--- config.mk ---
export PLATFORM = sky130hd
export DESIGN_NAME = mux_scanner
export DESIGN_NICKNAME = d
export VERILOG_FILES = /design/src/rtl/mux_scanner.sv
export SDC_FILE = /design/constraint.sdc
export NUM_CORES = 1
export LEC_CHECK = 0
export ABC_CLOCK_PERIOD_IN_PS = 2500
export CAP_MARGIN = 20
export CORE_UTILIZATION = 53
export CTS_CLUSTER_DIAMETER = 150
export DETAILED_ROUTE_END_ITERATION = 10
export PLACE_DENSITY_LB_ADDON = 0.25
export SKIP_CTS_REPAIR_TIMING = 1
export SLEW_MARGIN = 20
export SYNTH_ARGS = -nofsm -noshare
export SYNTH_HDL_FRONTEND = slang
export SYNTH_SLANG_ARGS = --single-unit
--- constraint.sdc ---
create_clock -name clk -period 2.5 [get_ports clk]
set_clock_uncertainty 0.05 [all_clocks]
set_input_delay 0.75 -clock clk [delete_from_list [all_inputs] [get_ports clk]]
set_output_delay 0.75 -clock clk [all_outputs]
set_load 0.01 [all_outputs]
--- src/rtl/mux_scanner.sv ---
// mux_scanner: steps a 4x1 mux select through channels 0..3 and captures each channel's output into a 4-bit frame
//   params: DWELL   - cycles each select code is held (1..15)
//   inputs: clk, rst (async, active high), en (scan enable), o (mux output), ready (frame consumer), clr_ovr
//   outputs: s1/s0 (mux select, registered), frame/valid (completed frame handshake), overrun (sticky drop flag),
//            busy (scanning), frame_cnt (frames loaded, wraps)
module mux_scanner #(
  parameter int DWELL = 2
) (
  input  logic       clk,
  input  logic       rst,
  input  logic       en,
  output logic       s1,
  output logic       s0,
  input  logic       o,
  output logic [3:0] frame,
  output logic       valid,
  input  logic       ready,
  output logic       overrun,
  input  logic       clr_ovr,
  output logic       busy,
  output logic [7:0] frame_cnt
);
  typedef enum logic {IDLE, SCAN} state_t;
  localparam logic [3:0] LAST = 4'(DWELL - 1);
  state_t state, state_d;
  logic [1:0] ch;
  logic [3:0] cnt;
  logic [2:0] cap;
  logic tick, done, load, drop;
  // ch returns to 0 on every path into IDLE, so the select can come straight from the ch flops
  assign {s1, s0} = ch;
  assign busy = state == SCAN;
  always_comb begin
    tick = state == SCAN && cnt == LAST;
    done = tick && ch == 2'd3;
    load = done && (!valid || ready);
    drop = done && valid && !ready;
    state_d = state == IDLE ? (en ? SCAN : IDLE) : (done && !en ? IDLE : SCAN);
  end
  always_ff @(posedge clk or posedge rst)
    if (rst) state <= IDLE;
    else state <= state_d;
  always_ff @(posedge clk or posedge rst) begin
    if (rst) begin
      ch <= '0;
      cnt <= '0;
      cap <= '0;
      frame <= '0;
      valid <= 1'b0;
      overrun <= 1'b0;
      frame_cnt <= '0;
    end else begin
      if (state == IDLE) begin
        ch <= '0;
        cnt <= '0;
      end else begin
        cnt <= tick ? 4'd0 : cnt + 4'd1;
        if (tick) ch <= ch + 2'd1;
        if (tick && ch != 2'd3) cap[ch] <= o;
      end
      if (load) begin
        frame <= {o, cap};
        valid <= 1'b1;
        frame_cnt <= frame_cnt + 8'd1;
      end else if (!done && valid && ready) valid <= 1'b0;
      overrun <= drop | (overrun & ~clr_ovr);
    end
  end
endmodule

[After elaboration in Yosys (flattened, before gate mapping)]
Cells that the tools add are included.
Word-level totals
  flip-flop bits (word level): 24
  output and inout bits: 17
  word-level logic and storage cells: 49
Operators by class
  $add $sub $neg: 3
  magnitude comparators: 2
  equality and inequality tests: 4
  mux-type cells: 12
  bitwise operators: 3
  reductions and logical operators: 17
Operators with widths (count)
  logical AND 1 bit: 10
  adder 8 x 1 -> 8 bit (second input constant): 1
  2-to-1 mux 4 bit: 2
  2-to-1 mux 1 bit: 6
  adder 4 x 1 -> 4 bit (second input constant): 1
  == test 4 x 1 -> 1 bit (second input constant): 1
  logical NOT 1 bit: 4
  2-to-1 mux 2 bit: 2
  bitwise mux 3 bit: 1
  < comparator 2 x 3 -> 1 bit (second input constant): 1
  adder 2 x 1 -> 2 bit (second input constant): 1
  demux 1 bit (select 2 bit): 1
  == test 2 bit (second input constant): 1
  >= comparator 2 x 1 -> 1 bit (second input constant): 1
  inequality test 2 x 1 -> 1 bit (second input constant): 1
  inequality test 2 bit (second input constant): 1
  AND reduction 2 bit: 1
  nonzero test 2 bit: 1
  AND 1 bit: 1
  logical OR 1 bit: 1
  NOT 1 bit: 1
  bitwise OR 1 bit: 1

[Logic depth before layout (Yosys ltp)]
Gate-level depths: netlist of run 1.
  depth in word-level cells: 8
  gate-level depth with buffers: 6
  gate-level depth less buffers: 6

[Worst setup path after synthesis of run 1]
Ideal clock, no wire load.
  kind: input port to flip-flop
  start point: in ready
  end point: reg frame[0]
  setup time: 125 ps
  arrival: 1448 ps
  data required time: 2325 ps
  slack: 877 ps
  cell stages on the path: 3
  buffers on the path: 0
  path through: nand2b_1 -> nand3_4 -> mux2_2
On the way
  cells in the longest elaborated chain, start to end: 2
RTL lines
  from (decl): RTL line 17  | input logic ready,
  logical OR 1 bit: RTL line 36  | load = done && (!valid || ready);
  logical AND 1 bit: RTL line 36
  to (signal assigned): RTL line 62  | frame <= {o, cap};
  to (decl): RTL line 15  | output logic [3:0] frame,
Every way passes these cells.
A chain may end at the register's enable or synchronous reset.

[Final worst setup path of run 1]
  start point: reg state (netlist: busy)
  end point: out busy
RTL lines
  from (decl): RTL line 25  | state_t state, state_d;
  from (signal assigned): RTL line 42  | else state <= state_d;
  to (decl): RTL line 20  | output logic busy,
No word-level cell between the ends.

==> results.py, run 1 <==
metrics = {
    "cells_and_area": {
        "final_nets": 132,
        "diodes": 0,
        "final_util_pct": 71.6,
        "fillerInstances": 162,
        "most-common-layout-cells": "dfrtp_1 (24), clkdlybuf4s50_1 (22), nand2_1 (8), mux2_2 (8)",
        "final_cells": 145,
        "layout_commonest_cell": "dfrtp_1",
        "drive_above_1_share_pct": 15.3,
        "area_growth_pct": 26.9,
    },
    "placement": {
        "hpwl_mm": 1.45,
        "preCtsSetupSlack_ns": 0.363,
        "io_buffers": 22,
        "placed_cells": 141,
        "finalWeightedCongestion": 0.719,
    },
    "status": {
        "outcome": "complete, no violations",
    },
    "worst_setup_path": {
        "cp.arrival_ns": 1.38,
        "r2r_cells": 5,
        "start_kind": "flip-flop",
        "worstPathRequired_ns": 1.70,
        "slowest_delay_ns": 0.58,
        "crit_cells": 1,
        "cp_slowest_cell": "clkdlybuf4s50_1",
        "path_class": "reg -> out",
        "crit_path_max_fanout": 8,
        "path_cells": "clkdlybuf4s50_1",
        "end_kind": "output pin",
        "cp_num_buf_inv": 1,
        "cp_top_family": "buffers and inverters",
    },
    "sta": {
        "finalSetupViolCount": 0,
        "post-route-period-util_pct": 87.0,
        "slew_headroom_pct": 61.4,
        "fin_ws_ns": 0.325,
        "finalMaxSlewViolations": 0,
        "max_slew.worst_pin.slew_ns": 0.578,
        "holdWs_ns": 0.436,
        "fmax_mhz": 460,
        "hold_viol": 0,
        "tns_ns": 0,
        "rsz0062_at_grt": "no",
        "fin_crit_ns": 2.18,
    },
    "cts": {
        "cts_buffers": 3,
        "cts_max_level": 1,
        "clockBufferDepth": 2,
        "cts.sinks": 24,
        "cts_tree": "done",
        "clk_pin_slew_ns": 0.12,
        "clockRootBuffer": "clkbuf_4",
        "clock_latency_ns": 0.30,
    },
    "drt": {
        "drc": 0,
        "postRouteWirelength_mm": 1.90,
        "drt_iter0_drc": 5,
        "highest_layer": "met4",
        "vias_per_cell": 4.92,
        "drt_pass1_iterations": 4,
        "wl_met3_um": 61,
        "wl_met1_um": 833,
        "num_vias": 713,
        "dr_wl_met2_um": 986,
        "wl_per_cell_um": 13.1,
        "final_antenna_net_count": 0,
    },
    "grt": {
        "grt_use_total_pct": 19.2,
        "grt_pass1_wl_mm": 2.89,
        "grt.overflow.total": 0,
        "grt_pass1_vias": 696,
        "grt_max_degree": 25,
        "grt_antenna_before_repair": 0,
    },
    "logic_synthesis": {
        "syn_avg_cell_area_um2": 12.2,
        "synth-edff-count": 0,
        "synth_nets": 104,
        "synth-main-ff-cell": "dfrtp_1",
        "async_reset_ff_share_pct": 100,
        "synth_cell_types": 22,
        "syn_inst": 91,
        "netlist_area_mm2": 0.00111,
        "yosysSeqAreaShare_pct": 54.3,
        "ys_ff_latch": 24,
        "yosys_warnings": 0,
    },
    "floorplanning": {
        "coreArea_mm2": 0.00196,
        "pin_count": 23,
        "die_area_mm2": 0.00227,
        "die_w_um": 47.7,
        "die-height_um": 47.7,
        "start_util_pct": 56.4,
        "core.rowCount": 16,
    },
    "flow_run": {
        "drv_cap": 0,
    },
    "power_and_ir_drop": {
        "ir_drop_mv": 0.582,
        "p_leak_nw": 0.641,
        "p_per_area_mw_per_mm2": 919,
    },
    "hold_path": {
        "hold_path_class": "reg -> reg",
        "min_path_cells": 1,
    },
}
## where the power goes
part           internal [mW]  switching [mW]  leakage (nW)
Sequential             0.505           0.102         0.304
Clock                 0.0888           0.109        0.0210
Combinational          0.279           0.207         0.316
## final cells by class
class                   instances  area [um2]  area share (%)
well taps                      27        33.8            2.41
multi-input cells              60         479            34.1
repair buffers                 23         228            16.2
flip-flops and latches         24         601            42.8
clock buffers                   4        36.3            2.58
inverters                       7        26.3            1.87
## path summary, 6_finish.rpt
check | startpoint | to | slack, ns
min in group asynchronous | rst | overrun$_DFF_PP0_ | 0.73
worst max register to register | cnt[0]$_DFF_PP0_ | cap[0]$_DFFE_PP0P_ | 0.80
worst min register to register | frame_cnt[7]$_DFFE_PP0P_ | frame_cnt[7]$_DFFE_PP0P_ | 0.44
max in group asynchronous | rst | frame[1]$_DFFE_PP0P_ | 1.44
worst max-delay path | busy$_DFF_PP0_ | busy | 0.32
worst min-delay path | frame_cnt[7]$_DFFE_PP0P_ | frame_cnt[7]$_DFFE_PP0P_ | 0.44
## registers in the layout, summed over array words and instances, names as in the netlist
signal,cells
frame,4
frame_cnt,8
ch,2
cap,3
cnt,4
busy,1
overrun,1
valid,1
## per-stage QoR
step                power (mW)  cell area, um2
global placement          1.07            1370
finish                    1.29            1400
detailed placement        1.10            1370
CTS                       1.31            1400
floorplan                0.907            1110
global route              1.39            1400
## cell usage after synthesis (2+ instances only)
cell      count  area share [%]
nor2b_1       2             1.1
inv_1         7             2.4
nand3_1       3             1.4
xor2_1        5             4.0
ha_1          7             7.9
xnor2_1       4             3.2
nor2_1        5             1.7
and2_1        2             1.1
nand4_1       2             1.1
a21oi_1       2            0.91
mux2_2        8             8.1
dfrtp_1      24              54
nand2_1       8             2.7
nor3_2        3             2.7
nand2b_1      2             1.1
## cell families (layout without fill, tap and decap cells)
group | count (synthesis) | after routing | synth area share, %
buffers and inverters | 7 | 34 | 2.38
AO/OA/AOI/OAI | 4 | 4 | 2.15
XOR/XNOR | 9 | 9 | 7.13
multiplexers | 9 | 9 | 9.05
AND/OR/NAND/NOR | 31 | 31 | 17.1
flip-flops | 24 | 24 | 54.3
adder cells (fa/ha/maj) | 7 | 7 | 7.92
## layer usage
layer  global-route usage [%]  vias up
met5                        0        -
met4                     10.6        0
met3                     4.53        2
met2                     35.1       14
met1                     20.0      342
li1                         -      355
Power figures use the tool's default switching activity.
==> run 2, diff against run 1 <==
TNS_END_PERCENT = 20   (was default)
==> results of run 2 <==
No change in the layout: final DEF, timing and power equal those of run 1.
==> edit 1 (flow settings as in run 2) <==
Register the output `frame_cnt` once more, cleared by the reset; this adds one clock of latency there. The other outputs are not delayed to match.
--- a/src/rtl/mux_scanner.sv
+++ b/src/rtl/mux_scanner.sv
@@ -23,4 +23,6 @@
   typedef enum logic {IDLE, SCAN} state_t;
   localparam logic [3:0] LAST = 4'(DWELL - 1);
+
+  logic [7:0] frame_cnt_s0;
   state_t state, state_d;
   logic [1:0] ch;
@@ -49,5 +51,5 @@
       valid <= 1'b0;
       overrun <= 1'b0;
-      frame_cnt <= '0;
+      frame_cnt_s0 <= '0;
     end else begin
       if (state == IDLE) begin
@@ -62,9 +64,17 @@
         frame <= {o, cap};
         valid <= 1'b1;
-        frame_cnt <= frame_cnt + 8'd1;
+        frame_cnt_s0 <= frame_cnt_s0 + 8'd1;
       end else if (!done && valid && ready) valid <= 1'b0;
       overrun <= drop | (overrun & ~clr_ovr);
     end
   end
+  always_ff @(posedge clk or posedge rst) begin
+    if (rst) begin
+      frame_cnt <= '0;
+    end else begin
+      frame_cnt <= frame_cnt_s0;
+    end
+  end
+
 endmodule
 
Check against the original RTL: not equivalent (a bounded check fails within 10 cycles, from zero or initial values and one cycle with rst high).
==> edit 1 against run 2 <==
Routed wire length is 12% higher. Power is 18% higher. Global-route usage is 0.57 points higher. Final area is 15% higher. Critical path type unchanged. Synthesized cell count is 18% higher. Largest power group unchanged. Combinational power is 3% lower. Worst hold slack worse by 0.064 ns. Count of clock-buffer cells in the layout is 2 higher. Worst setup slack worse by 0.097 ns. Sequential cell count is 8 higher. Area after synthesis is 18% higher. Clock power is 50% higher.
==> edit 1: results (changes against run 2) <==
Crit path max-delay family = buffers and inverters (unchanged)
Regs by FF count = frame_cnt x8, frame_cnt_s0 x8 (was frame_cnt x8, cnt x4, frame x4)
worst-case vdd ir drop = 0.6194 mV (was 0.5815 mV)
detailed-placement wirelength estimate = 1526 um (was 1445 um)
antenna violations before repair = 0 (unchanged)
number of global-route vias before repair = 819 (was 696)
crit-path max FO = 12 (was 8)
proportion of register bits with asynchronous set or reset after synthesis = 100.0% (unchanged)
last weighted congestion value of the routability-driven placer = 0.7346 (was 0.7185)
kind of path behind the tightest hold check = register to register (unchanged)
Synth cell types = 25 (was 22)
share of the yosys chip area belonging to registers = 61.60% (was 54.30%)
startpoint of the lowest-slack hold path = frame_cnt_s0[7] (was frame_cnt[7])
final setup vio count = 0 (unchanged)
count of input and output buffers = 22 (unchanged)
worst path arrival time = 1.47 ns (was 1.38 ns)
routed vias = 846 (was 713)
maximum number of pins on one net before global-route repair = 33 (was 25)
final hold violations = 0 (unchanged)
Leak = 0.7647 nW (was 0.6410 nW)
Max H-tree Level = 2 (was 1)
total track usage = 19.77% (was 19.20%)
post-synth net total = 120 (was 104)
Synth Warn # = 0 (unchanged)
startpoint of the worst-slack reg-to-reg timing path = cnt[1] (was cnt[0])
transition time at the pin with the least slew margin = 0.3871 ns (was 0.5783 ns)
clock transition time at the flip-flop clock pins of the worst setup and hold paths = 0.09 ns (was 0.12 ns)
initial DRC count = 10 (was 5)
Synth area leaders = sky130_fd_sc_hd__dfrtp_1 62%, sky130_fd_sc_hd__ha_1 6.7%, sky130_fd_sc_hd__nand2_1 5.8%, sky130_fd_sc_hd__xnor2_1 4.7%, sky130_fd_sc_hd__mux2_2 2.6% (was sky130_fd_sc_hd__dfrtp_1 54%, sky130_fd_sc_hd__mux2_2 8.1%, sky130_fd_sc_hd__ha_1 7.9%, sky130_fd_sc_hd__xor2_1 4.0%, sky130_fd_sc_hd__xnor2_1 3.2%)
peak per-stage delay on the critical path = 0.60 ns (was 0.58 ns)
net total in the final layout = 148 (was 132)
maximum count of clock buffers along a single path = 2 (unchanged)
status = finished clean (unchanged)
detailed-route wire length = 2113 um (was 1895 um)
diodes inserted = 0 (unchanged)
first-pass GRT wire length = 3636 um (was 2891 um)
critical path's slowest cell = sky130_fd_sc_hd__clkdlybuf4s50_1 (unchanged)
later-pin clock latency in the skew report = 0.31 ns
synth cell count leaders = 32 x sky130_fd_sc_hd__dfrtp_1, 20 x sky130_fd_sc_hd__nand2_1, 7 x sky130_fd_sc_hd__ha_1, 7 x sky130_fd_sc_hd__xnor2_1, 6 x sky130_fd_sc_hd__inv_1 (was 24 x sky130_fd_sc_hd__dfrtp_1, 8 x sky130_fd_sc_hd__mux2_2, 8 x sky130_fd_sc_hd__nand2_1)
cell at the root of the clock tree = sky130_fd_sc_hd__clkbuf_4 (unchanged)
detailed-routing iteration count for the pre-antenna-repair pass = 4 (unchanged)
clock buffer count from CTS = 5 (was 3)
origin of the worst setup path = busy (unchanged)
ratio of cells with drive above 1 in the final layout = 9.559% (was 15.25%)
edit 1: area by class of cell:
type | instances | area, sq um
clock buffer | 6 | 51.30
clock inverter | 2 | 10.01
fill | 178 | 645.6
inverter | 6 | 22.52
multi-input combinational | 67 | 461.7
sequential | 32 | 800.8
tap | 28 | 35.03
timing repair buffer | 23 | 227.7
edit 1: routing by layer:
| metal | vias up | share of wire [%] | wire length, um | global-route usage (%) |
|---|---|---|---|---|
| met5 | - | 0 | 0 | 0 |
| met4 | 0 | 1.5 | 32 | 10.36 |
| met3 | 4 | 5.3 | 111 | 6.433 |
| met2 | 27 | 50 | 1063 | 30.95 |
| met1 | 407 | 43 | 906 | 24.36 |
| li1 | 408 | - | - | - |
edit 1: final timing paths:
kind,slack [ns],to,depth (start not counted)
setup / recovery,0.23,busy,1
hold / removal,0.37,frame_cnt[7],0
setup reg to reg,0.57,frame_cnt_s0[6],6
hold reg to reg,0.37,frame_cnt[7],0
max in group asynchronous,1.36,cnt[2],3
min in group asynchronous,0.76,busy,3
edit 1: stage by stage:
step	cells	cell area (sq um)	worst slack [ns]
after CTS	164	1609	0.2168
after global placement	156	1548	0.2976
after detailed placement	156	1548	0.2139
after floorplan	107	1300	0.8667
final	164	1609	0.2275
after global routing	164	1609	0.1570
edit 1: logic make-up after synthesis:
| logic type | synth area share (%) |
|---|---|
| xor gates and xnor gates | 6.064 |
| DFF | 61.60 |
| buffers and inverters | 2.887 |
| muxes | 3.368 |
| AOI/OAI and AO/OA | 1.829 |
| adders and majority gates | 6.737 |
| and+or+nand+nor | 17.52 |
edit 1: where the power goes:
part,internal [mW],switching [mW]
Sequential,0.648,0.114
Clock,0.134,0.161
Combinational,0.264,0.207
==> edit 2 (settings of run 2) <==
Made on the original files. Reset style: synchronous (`rst`), changed in 2 clocked blocks. Comments in the files are not updated.
--- a/src/rtl/mux_scanner.sv
+++ b/src/rtl/mux_scanner.sv
@@ -38,8 +38,8 @@
     state_d = state == IDLE ? (en ? SCAN : IDLE) : (done && !en ? IDLE : SCAN);
   end
-  always_ff @(posedge clk or posedge rst)
+  always_ff @(posedge clk)
     if (rst) state <= IDLE;
     else state <= state_d;
-  always_ff @(posedge clk or posedge rst) begin
+  always_ff @(posedge clk) begin
     if (rst) begin
       ch <= '0;
Behaviour: differs if rst is asserted again (counterexample within 4 cycles, from zero or initial values and one cycle with rst high); with rst held inactive, the same outputs for 10 cycles.
==> edit 2 against run 2 <==
Register-to-register slack got worse by 0.12 ns. Worst setup slack gained 0.062 ns. Die area shrank 4.1%. Sequential cell count unchanged. Area after synthesis decreased by 4.3%. Routed wire length rose by 3.5%. Final area shrank 3.3%. Worst hold slack better by 0.00098 ns. Sequential share of layout area fell by 7.4 points. Largest cell class is now multi-input combinational cells.
Power is not compared: it rests on default switching activity, and its combinational part moved more than twofold at a synthesized area within 25%.
==> edit 2: results (changes against run 2) <==
crit-path max FO = 4 (was 8)
diodes inserted = 0 (unchanged)
total track usage = 21.31% (was 19.20%)
ratio of cells with drive above 1 in the final layout = 7.971% (was 15.25%)
share of the yosys chip area belonging to registers = 45.39% (was 54.30%)
Synth Warn # = 0 (unchanged)
proportion of register bits with asynchronous set or reset after synthesis = 0% (was 100.0%)
worst path arrival time = 1.31 ns (was 1.38 ns)
number of global-route vias before repair = 849 (was 696)
net total in the final layout = 152 (was 132)
Synth cell types = 27 (was 22)
r2r worst-path depth = 5 (unchanged)
worst-case vdd ir drop = 0.4170 mV
count of input and output buffers = 22 (unchanged)
Regs by FF count = frame_cnt x8, cnt x4, frame x4 (unchanged)
Max-Slew Margin vs Limit = 79.48% (was 61.36%)
cell at the root of the clock tree = sky130_fd_sc_hd__clkbuf_4 (unchanged)
synth cell count leaders = 24 x sky130_fd_sc_hd__dfxtp_1, 20 x sky130_fd_sc_hd__nor2_1, 8 x sky130_fd_sc_hd__mux2i_1 (was 24 x sky130_fd_sc_hd__dfrtp_1, 8 x sky130_fd_sc_hd__mux2_2, 8 x sky130_fd_sc_hd__nand2_1)
kind of path behind the tightest hold check = register to register (unchanged)
Leak = 0.5636 nW
maximum number of pins on one net before global-route repair = 14 (was 25)
hold-critical path endpoint = cnt[0] (was frame_cnt[7])
last weighted congestion value of the routability-driven placer = 0.8095 (was 0.7185)
average detailed-routed wire length per instance = 12.04 um (was 13.07 um)
post-place instance area = 0.001321 sq mm (was 0.001368 sq mm)
status = finished clean (unchanged)
post-synth net total = 124 (was 104)
clock buffer count from CTS = 3 (unchanged)
peak per-stage delay on the critical path = 0.58 ns (about the same)
cell depth of the worst hold path = 1 (unchanged)
initial DRC count = 6 (was 5)
startpoint of the lowest-slack hold path = cnt[0] (was frame_cnt[7])
Synth area leaders = sky130_fd_sc_hd__dfxtp_1 45%, sky130_fd_sc_hd__ha_1 8.3%, sky130_fd_sc_hd__mux2i_1 7.6%, sky130_fd_sc_hd__nor2_1 7.1%, sky130_fd_sc_hd__xor2_1 3.3% (was sky130_fd_sc_hd__dfrtp_1 54%, sky130_fd_sc_hd__mux2_2 8.1%, sky130_fd_sc_hd__ha_1 7.9%, sky130_fd_sc_hd__xor2_1 4.0%, sky130_fd_sc_hd__xnor2_1 3.2%)
startpoint of the worst-slack reg-to-reg timing path = cnt[0] (unchanged)
first-pass GRT wire length = 3332 um (was 2891 um)
via density per instance = 5.233 (was 4.917)
detailed-placement wirelength estimate = 1534 um (was 1445 um)
Hold Worst Slack = 0.4369 ns (was 0.4359 ns)
reg-to-reg critical path endpoint = frame_cnt[6] (was cap[0])
r2r setup slk = 0.68 ns (was 0.80 ns)
clock transition time at the flip-flop clock pins of the worst setup and hold paths = 0.13 ns
==> edit 2: cell type report <==
class | instances | area (sq um)
clock buffer | 4 | 36.28
fill | 140 | 444.2
inverter | 5 | 18.77
multi-input combinational | 78 | 533.0
sequential | 24 | 480.5
tap | 25 | 31.28
timing repair buffer | 27 | 257.7
==> edit 2: metal layers <==
layer  track usage (%)  share of wire, %
met3             3.529               2.3
met2             38.89                51
met5                 0                 0
met4             9.143               1.5
met1             23.88                45
==> edit 2: cell families after synthesis <==
kind of cell	share of synthesized area [%]
and+or+nand+nor	23.05
AOI/OAI and AO/OA	6.264
xor gates and xnor gates	4.137
muxes	8.629
DFF	45.39
buffers and inverters	4.256
adders and majority gates	8.274
==> edit 2: worst max path at each step <==
stage | start | to | slack, ns
final | frame_cnt[0] | frame_cnt[0] | 0.39
after floorplan | ready | frame_cnt[6] | 0.67
after CTS | ch[0] | s0 | 0.37
after global routing | frame_cnt[0] | frame_cnt[0] | 0.32
after global placement | ready | frame_cnt[6] | 0.14
after detailed placement | ready | frame_cnt[6] | 0.08
==> edit 2: power groups by stage <==
stage / logic, mW / registers, mW / clock network, mW
detailed placement: 0.0305 / 0.396 / 0
CTS: 0.0306 / 0.388 / 0.203
floorplan: 0.0135 / 0.397 / 0
global placement: 0.0292 / 0.396 / 0
global route: 0.0338 / 0.389 / 0.222
finish: 0.0306 / 0.388 / 0.197
==> edit 2: metrics by stage <==
stage                     worst slack, ns  utilization (%)  cells
after CTS                          0.3725            75.35    163
final                              0.3868            75.35    163
after global routing               0.3164            75.35    163
after floorplan                    0.6700                -    111
after detailed placement          0.08354            73.33    159
after global placement             0.1397            73.33    159
